--- src/rtl/regfile_write_arbiter.sv ---
// Round-robin arbiter sharing the single register-bank write port among NUM_REQ requesters.
// The granted write is registered once before it reaches the bank; stall freezes all grants.
module regfile_write_arbiter #(
  parameter int NUM_REQ      = 3,
  parameter int DATA_W       = 32,
  parameter int ADDR_W       = 5,
  parameter bit ZERO_DISCARD = 1'b1
) (
  input  logic                      clock,
  input  logic                      reset,
  input  logic [NUM_REQ-1:0]        req_valid,
  input  logic [NUM_REQ*ADDR_W-1:0] req_addr,
  input  logic [NUM_REQ*DATA_W-1:0] req_data,
  output logic [NUM_REQ-1:0]        req_ready,
  input  logic                      wr_stall,
  output logic                      wr_en,
  output logic [ADDR_W-1:0]         wr_addr,
  output logic [DATA_W-1:0]         wr_data,
  output logic [2:0]                wr_src
);

  localparam int IDX_W = $clog2(NUM_REQ);
  localparam logic [2:0] LAST_IDX = 3'(NUM_REQ - 1);
  localparam logic [NUM_REQ-1:0] ONE_HOT_0 = {{(NUM_REQ-1){1'b0}}, 1'b1};

  logic [2:0]         rr_ptr_q, rr_ptr_d;
  logic               wr_en_q, wr_en_d;
  logic [ADDR_W-1:0]  wr_addr_q, wr_addr_d;
  logic [DATA_W-1:0]  wr_data_q, wr_data_d;
  logic [2:0]         wr_src_q, wr_src_d;

  logic               grant_found_s;
  logic [2:0]         grant_idx_s;
  logic               grant_live_s;
  logic [ADDR_W-1:0]  sel_addr_s;
  logic [DATA_W-1:0]  sel_data_s;
  logic               zero_hit_s;

  function automatic logic is_zero_addr(input logic [ADDR_W-1:0] addr);
    return (addr == {ADDR_W{1'b0}});
  endfunction

  // Search from rr_ptr upward with wrap; walking k downward lets the nearest hit win.
  always_comb begin
    grant_found_s = 1'b0;
    grant_idx_s   = 3'd0;
    for (int k = NUM_REQ - 1; k >= 0; k--) begin
      int idx;
      idx = (int'(rr_ptr_q) + k) % NUM_REQ;
      grant_idx_s   = req_valid[idx[IDX_W-1:0]] ? 3'(idx) : grant_idx_s;
      grant_found_s = grant_found_s | req_valid[idx[IDX_W-1:0]];
    end
  end

  // Constant-index mux of the granted requester's address and data.
  always_comb begin
    sel_addr_s = {ADDR_W{1'b0}};
    sel_data_s = {DATA_W{1'b0}};
    for (int i = 0; i < NUM_REQ; i++) begin
      sel_addr_s = (grant_idx_s == 3'(i)) ? req_addr[i*ADDR_W +: ADDR_W] : sel_addr_s;
      sel_data_s = (grant_idx_s == 3'(i)) ? req_data[i*DATA_W +: DATA_W] : sel_data_s;
    end
  end

  // Grant qualification and one-hot ready.
  always_comb begin
    grant_live_s = ~reset & ~wr_stall & grant_found_s;
    if (grant_live_s) begin
      req_ready = ONE_HOT_0 << grant_idx_s;
    end else begin
      req_ready = {NUM_REQ{1'b0}};
    end
  end

  // Next state of the output register and pointer; idle cycles hold address, data and source.
  always_comb begin
    zero_hit_s = ZERO_DISCARD & is_zero_addr(sel_addr_s);
    wr_en_d    = grant_live_s & ~zero_hit_s;
    if (grant_live_s) begin
      wr_addr_d = sel_addr_s;
      wr_data_d = sel_data_s;
      wr_src_d  = grant_idx_s;
      rr_ptr_d  = (grant_idx_s == LAST_IDX) ? 3'd0 : grant_idx_s + 3'd1;
    end else begin
      wr_addr_d = wr_addr_q;
      wr_data_d = wr_data_q;
      wr_src_d  = wr_src_q;
      rr_ptr_d  = rr_ptr_q;
    end
  end

  // State registers with synchronous reset.
  always_ff @(posedge clock) begin
    if (reset) begin
      rr_ptr_q  <= 3'd0;
      wr_en_q   <= 1'b0;
      wr_addr_q <= {ADDR_W{1'b0}};
      wr_data_q <= {DATA_W{1'b0}};
      wr_src_q  <= 3'd0;
    end else begin
      rr_ptr_q  <= rr_ptr_d;
      wr_en_q   <= wr_en_d;
      wr_addr_q <= wr_addr_d;
      wr_data_q <= wr_data_d;
      wr_src_q  <= wr_src_d;
    end
  end

  assign wr_en   = wr_en_q;
  assign wr_addr = wr_addr_q;
  assign wr_data = wr_data_q;
  assign wr_src  = wr_src_q;

endmodule
--- config.mk ---
export PLATFORM = sky130hd
export DESIGN_NAME = regfile_write_arbiter
export DESIGN_NICKNAME = d
export VERILOG_FILES = /design/src/rtl/regfile_write_arbiter.sv
export SDC_FILE = /design/constraint.sdc
export NUM_CORES = 1
export LEC_CHECK = 0
export ABC_AREA = 0
export CORE_MARGIN = 4
export CORE_UTILIZATION = 35
export CTS_CLUSTER_SIZE = 14
export DETAILED_ROUTE_END_ITERATION = 16
export GPL_TIMING_DRIVEN = 0
export MAX_ROUTING_LAYER = met4
export PLACE_DENSITY_LB_ADDON = 0.12
export SLEW_MARGIN = 20
export SYNTH_ARGS = -nofsm -noshare
export SYNTH_HDL_FRONTEND = slang
export SYNTH_SLANG_ARGS = --single-unit
--- constraint.sdc ---
create_clock -name clock -period 9.5 [get_ports clock]
set_clock_uncertainty 0.05 [all_clocks]
set_input_delay 0.95 -clock clock [delete_from_list [all_inputs] [get_ports clock]]
set_output_delay 0.95 -clock clock [all_outputs]
set_load 0.005 [all_outputs]
# Word-level counts from Yosys, hierarchy flattened
# Index checks and enable logic that the tools add are counted.
[op_classes] n_reduce_logical=2 n_bitwise=8 n_addsub=3 n_eq_ne=2 n_mux=17 n_lt_le_gt_ge=3 shifts=1 div=3
[ops] operator="$mux 32" n=3
[ops] operator="$mod 32x3->32 const B" n=2
[ops] operator="$mod 4x3->32 const B" n=1
[ops] operator="$mux 3" n=5
[ops] operator="$mux 5" n=3
[ops] operator="$lt 2x3->1 const B" n=3
[ops] operator="$bmux 1 s2" n=3
[ops] operator="$logic_not 5->1" n=1
[ops] operator="$add 3x1->4 const B" n=1
[ops] operator="$add 3x2->4 const B" n=1
[ops] operator="$add 3x1->3 const B" n=1
[ops] operator="$and 1x1->1" n=3
[ops] operator="$eq 3x1->1 const B" n=1
[ops] operator="$eq 3x2->1 const B" n=1
[ops] operator="$logic_not 3->1" n=1
[ops] operator="$mux 1" n=3
[ops] operator="$not 1->1" n=3
[ops] operator="$shl 1x3->3 const A" n=1
[ops] operator="$or 1x1->1" n=2
[word_totals] out_inout_bits=44 regBits=44 in_bits=117

# Logic depth before layout (Yosys ltp)
[depth] word_depth=14 depth_mapped=20 mapped_depth_nobuf=17

# Least setup slack after synthesis
# OpenSTA, ideal clock, no wires.
[synth_timing] kind="reg-to-output" from="register rr_ptr_q[0]" to="output port req_ready[0]" required_time_ns=8.500 path_buffers=3 path_stages_with_launch=18 t_arrival_ns=3.880 slack_ns=4.620 cell_sequence="dfxtp_1 buf_2 clkinv_1 ha_1 ha_1 ha_1 nor2_1 o21ai_0 o2111a_1 ha_1 mux2_2 nand2_1 o221ai_1 o21a_1 o211a_1 clkbuf_1 clkbuf_1 nor4_1"
[synth_between] elab_chain_len=9 elab_cells_between_ends=19 classes_between="add/sub (2); div (3); shift (1); mux (10); bitwise (3)"
[synth_lines] element="start, declared" line_no="26" source="logic [2:0] rr_ptr_q, rr_ptr_d;"
[synth_lines] element="start signal, assigned" line_no="101" source="rr_ptr_q <= rr_ptr_d;"
[synth_lines] element="$add 3x2->4" line_no="49" source="idx = (int'(rr_ptr_q) + k) % NUM_REQ;"
[synth_lines] element="$mod 32x3->32" line_no="49"
[synth_lines] element="$bmux 1 s2" line_no="50, 51"
[synth_lines] element="$mux 1 (not written as such)" line_no="50, 51"
[synth_lines] element="$mux 3 (3 in series)" line_no="50" source="grant_idx_s = req_valid[idx[IDX_W-1:0]] ? 3'(idx) : grant_idx_s;"
[synth_lines] element="$shl 1x3->3" line_no="69" source="req_ready = ONE_HOT_0 << grant_idx_s;"
[synth_lines] element="$mux 3 *" line_no="68" source="if (grant_live_s) begin"
[synth_lines] element="end, declared" line_no="14" source="output logic [NUM_REQ-1:0] req_ready,"
# Mark *: on every way between the ends. The rest lies on a longest branch, timed or not. The select of a mux whose other input is x is not followed.

# Worst setup path after layout
# Same ends and word-level chain as after synthesis.

==> metrics.txt <==
number of port buffers=158; Final Net Count=650; status=complete, no violations; Final Wtd Congestion=0.825; Register Area=881 um^2; DIE WIDTH=102 um; core box area=8680 um^2; Post-Syn Nets=485; reg2reg path depth=18; worst slew pin tran=0.617 ns; DR WL/cell=16.9 um; overall routing resource usage=20.8%; fmax=0.158 GHz; Initial DRC Count=70; Starting Density=35.9%; cell area after synthesis=3120 um^2; Worst-path clk slew=0.08 ns; RR Endpoint=wr_en$_SDFF_PP0_; # setup viols final=0; Top FF cell, synth=dfxtp_1; number of vias per cell=5.46; TritonCTS clock tree=done; Slew HR=58.3%; CP Class=flop to output port; first-pass GRT wire length=16.6 mm; crit start category=flop; Filler Cell Count=861; CTS resizes=0; worst min path class=flop to flop; post-cts hold buffer count=0; Overflow after GRT=0; clk root buf=clkbuf_8; required time of the worst setup path=8.50 ns; ant diodes=0; CTS max path bufs=2; Final WS setup=3.17 ns; Synth area leader=dfxtp_1; clock sink count=44; CTS HTree Levels=2; Die Height=102 um; Die ar.=10500 um^2; largest net degree at the start of global routing=13; pwr/cell area=213 nW/um^2; Post-synth EDFFs=0; Fin. Hold Viols=0; fin crit share=66.7%; Yosys top cell area share=28.3%; Leak=2.12 nW; Slew Viols, Final=0; number of synthesized register bits=44; initial antenna violation count=0; Post CTS Setup Buffer Count=0; number of I/O pins=161; critical path peak fanout=10; DR pass1 iterations=4; Reg2Reg Launch Point=rr_ptr_q[0]$_SDFFE_PP0P_; vias in the first global route=3438; worst-skew pair later-pin latency=0.29 ns; Residual DRC=0; pre-CTS setup slack=3.50 ns; area grow syn2layout=58.2%; Max IR drop VDD=0.112 mV; WHS=0.408 ns; max_cap viols=0; Worst Setup EP=req_ready[0]; row count=34; reg2reg setup slack=4.44 ns; Multi-input gate area=2070 um^2; cell count after synthesis=352; via count=3410; CP arrival=5.33 ns; asr flop ratio synth=0%; Total Wirelength=10.6 mm; synthesized area per cell=8.86 um^2; Pwr Total=0.00105 W; Synth Warn #=0; count of cell types in the netlist=61; RSZ-0062 raised after global routing=false; CP startpoint=rr_ptr_q[0]$_SDFFE_PP0P_; CTS Buf Count=5; HPWL after DPL=8.67 mm; share of cells above drive strength 1=4.84%; fin crit period=6.33 ns; setup TNS=0 ns; post-synthesis sequential area ratio=28.3%; antenna-violating nets left=0; largest cells by area after synthesis=dfxtp_1, a22o_1, a21o_1, ha_1, mux2i_1; crit end category=output port
[area by class of cell]
cell class	count	share of cell area (%)
flip-flops and latches	44	17.9
well taps	108	2.74
plain buffers	27	2.38
multi-input cells	269	42.0
inverters	12	0.913
repair buffers	158	32.1
clock inverters	1	0.609
clock buffers	5	1.39
[how the worst min path moves through the flow]
stage	end	depth (start not counted)	slack (ns)	startpoint
2_1_floorplan	wr_src[2]$_SDFFE_PP0P_	2	0.40	wr_src[2]$_SDFFE_PP0P_
3_3_place_gp	wr_src[2]$_SDFFE_PP0P_	2	0.40	wr_src[2]$_SDFFE_PP0P_
3_5_place_dp	wr_src[2]$_SDFFE_PP0P_	2	0.40	wr_src[2]$_SDFFE_PP0P_
4_1_cts	wr_src[2]$_SDFFE_PP0P_	2	0.41	wr_src[2]$_SDFFE_PP0P_
5_1_grt	wr_src[2]$_SDFFE_PP0P_	2	0.44	wr_src[2]$_SDFFE_PP0P_
6_report	wr_src[2]$_SDFFE_PP0P_	2	0.41	wr_src[2]$_SDFFE_PP0P_
[kinds of logic after synthesis]
logic type      share of synthesized area, %
flops                                   28.3
compound gates                          41.5
buf+inv                                 5.22
fa+ha+maj                               6.42
xor+xnor                                1.69
mux                                     3.97
simple gates                            12.9
[metal layers]
metal / vias up / GRT usage, % / part of all wire, %
li1: 1687 / - / -
met1: 1572 / 23.7 / 40
met2: 127 / 34.7 / 49
met3: 24 / 6.01 / 8.0
met4: 0 / 7.27 / 3.1
met5: - / - / 0
[per-stage QoR]
| stage | area (um^2) | util [%] | std cells |
|---|---|---|---|
| floorplan | 3120 | - | 352 |
| global placement | 4830 | 55.7 | 618 |
| detailed placement | 4830 | 55.7 | 618 |
| CTS | 4930 | 56.8 | 624 |
| global route | 4930 | 56.8 | 624 |
| finish | 4930 | 56.8 | 624 |
[Yosys cell counts, drive strengths merged (2+ instances only)]
library cell / n
o311ai: 2
nor4: 2
o221ai: 2
nand2b: 4
a22o: 65
nand3: 5
a21oi: 7
nor2b: 5
a21o: 35
and2: 2
buf: 9
o221a: 2
nand3b: 9
dfxtp: 44
nand2: 17
mux2i: 9
mux2: 3
o2111ai: 2
o21ai: 18
ha: 16
a211o: 2
or2: 3
o211ai: 3
inv: 11
a211oi: 2
and3: 2
nor2: 11
a32oi: 2
o211a: 2
xnor2: 5
or3: 3
a31oi: 2
a2bb2oi: 2
a21boi: 2
nor3: 6
clkbuf: 18
[critical path, stage by stage, from the launching register on]
cell	delay, ns
dfxtp_1	0.42
buf_2	0.20
clkinv_1	0.29
ha_1	0.47
ha_1	0.26
ha_1	0.26
nor2_1	0.12
o21ai_0	0.08
o2111a_1	0.31
ha_1	0.36
mux2_2	0.34
nand2_1	0.06
o221ai_1	0.18
o21a_1	0.21
o211a_1	0.23
clkbuf_1	0.16
clkbuf_1	0.26
nor4_1	0.23
clkdlybuf4s50_1	0.56
[cell usage in the layout, fill, tap and decap left out, drive strengths merged, types with 6 or more instances in the layout]
cell             n
ha              16
a22o            65
clkdlybuf4s50  158
nor3             6
mux2i            9
nor2            11
buf              9
clkbuf          23
o21ai           18
dfxtp           44
a21oi            7
a21o            35
inv             11
nand3b           9
nand2           17
[state kept, by name, summed over array words and instances, names as in the netlist]
| register | flops |
|---|---|
| wr_data | 32 |
| rr_ptr_q | 3 |
| wr_addr | 5 |
| wr_src | 3 |
| wr_en | 1 |
[report_power, final]
part | internal [W] | leakage [nW] | switching, W | total, W
combinational | 0.000347 | 1.71 | 0.000296 | 0.000643
clock | 0.0000755 | 0.0501 | 0.0000607 | 0.000136
sequential | 0.000241 | 0.362 | 0.0000322 | 0.000273
total | 0.000664 | 2.12 | 0.000389 | 0.00105
Power figures use the tool's default switching activity.
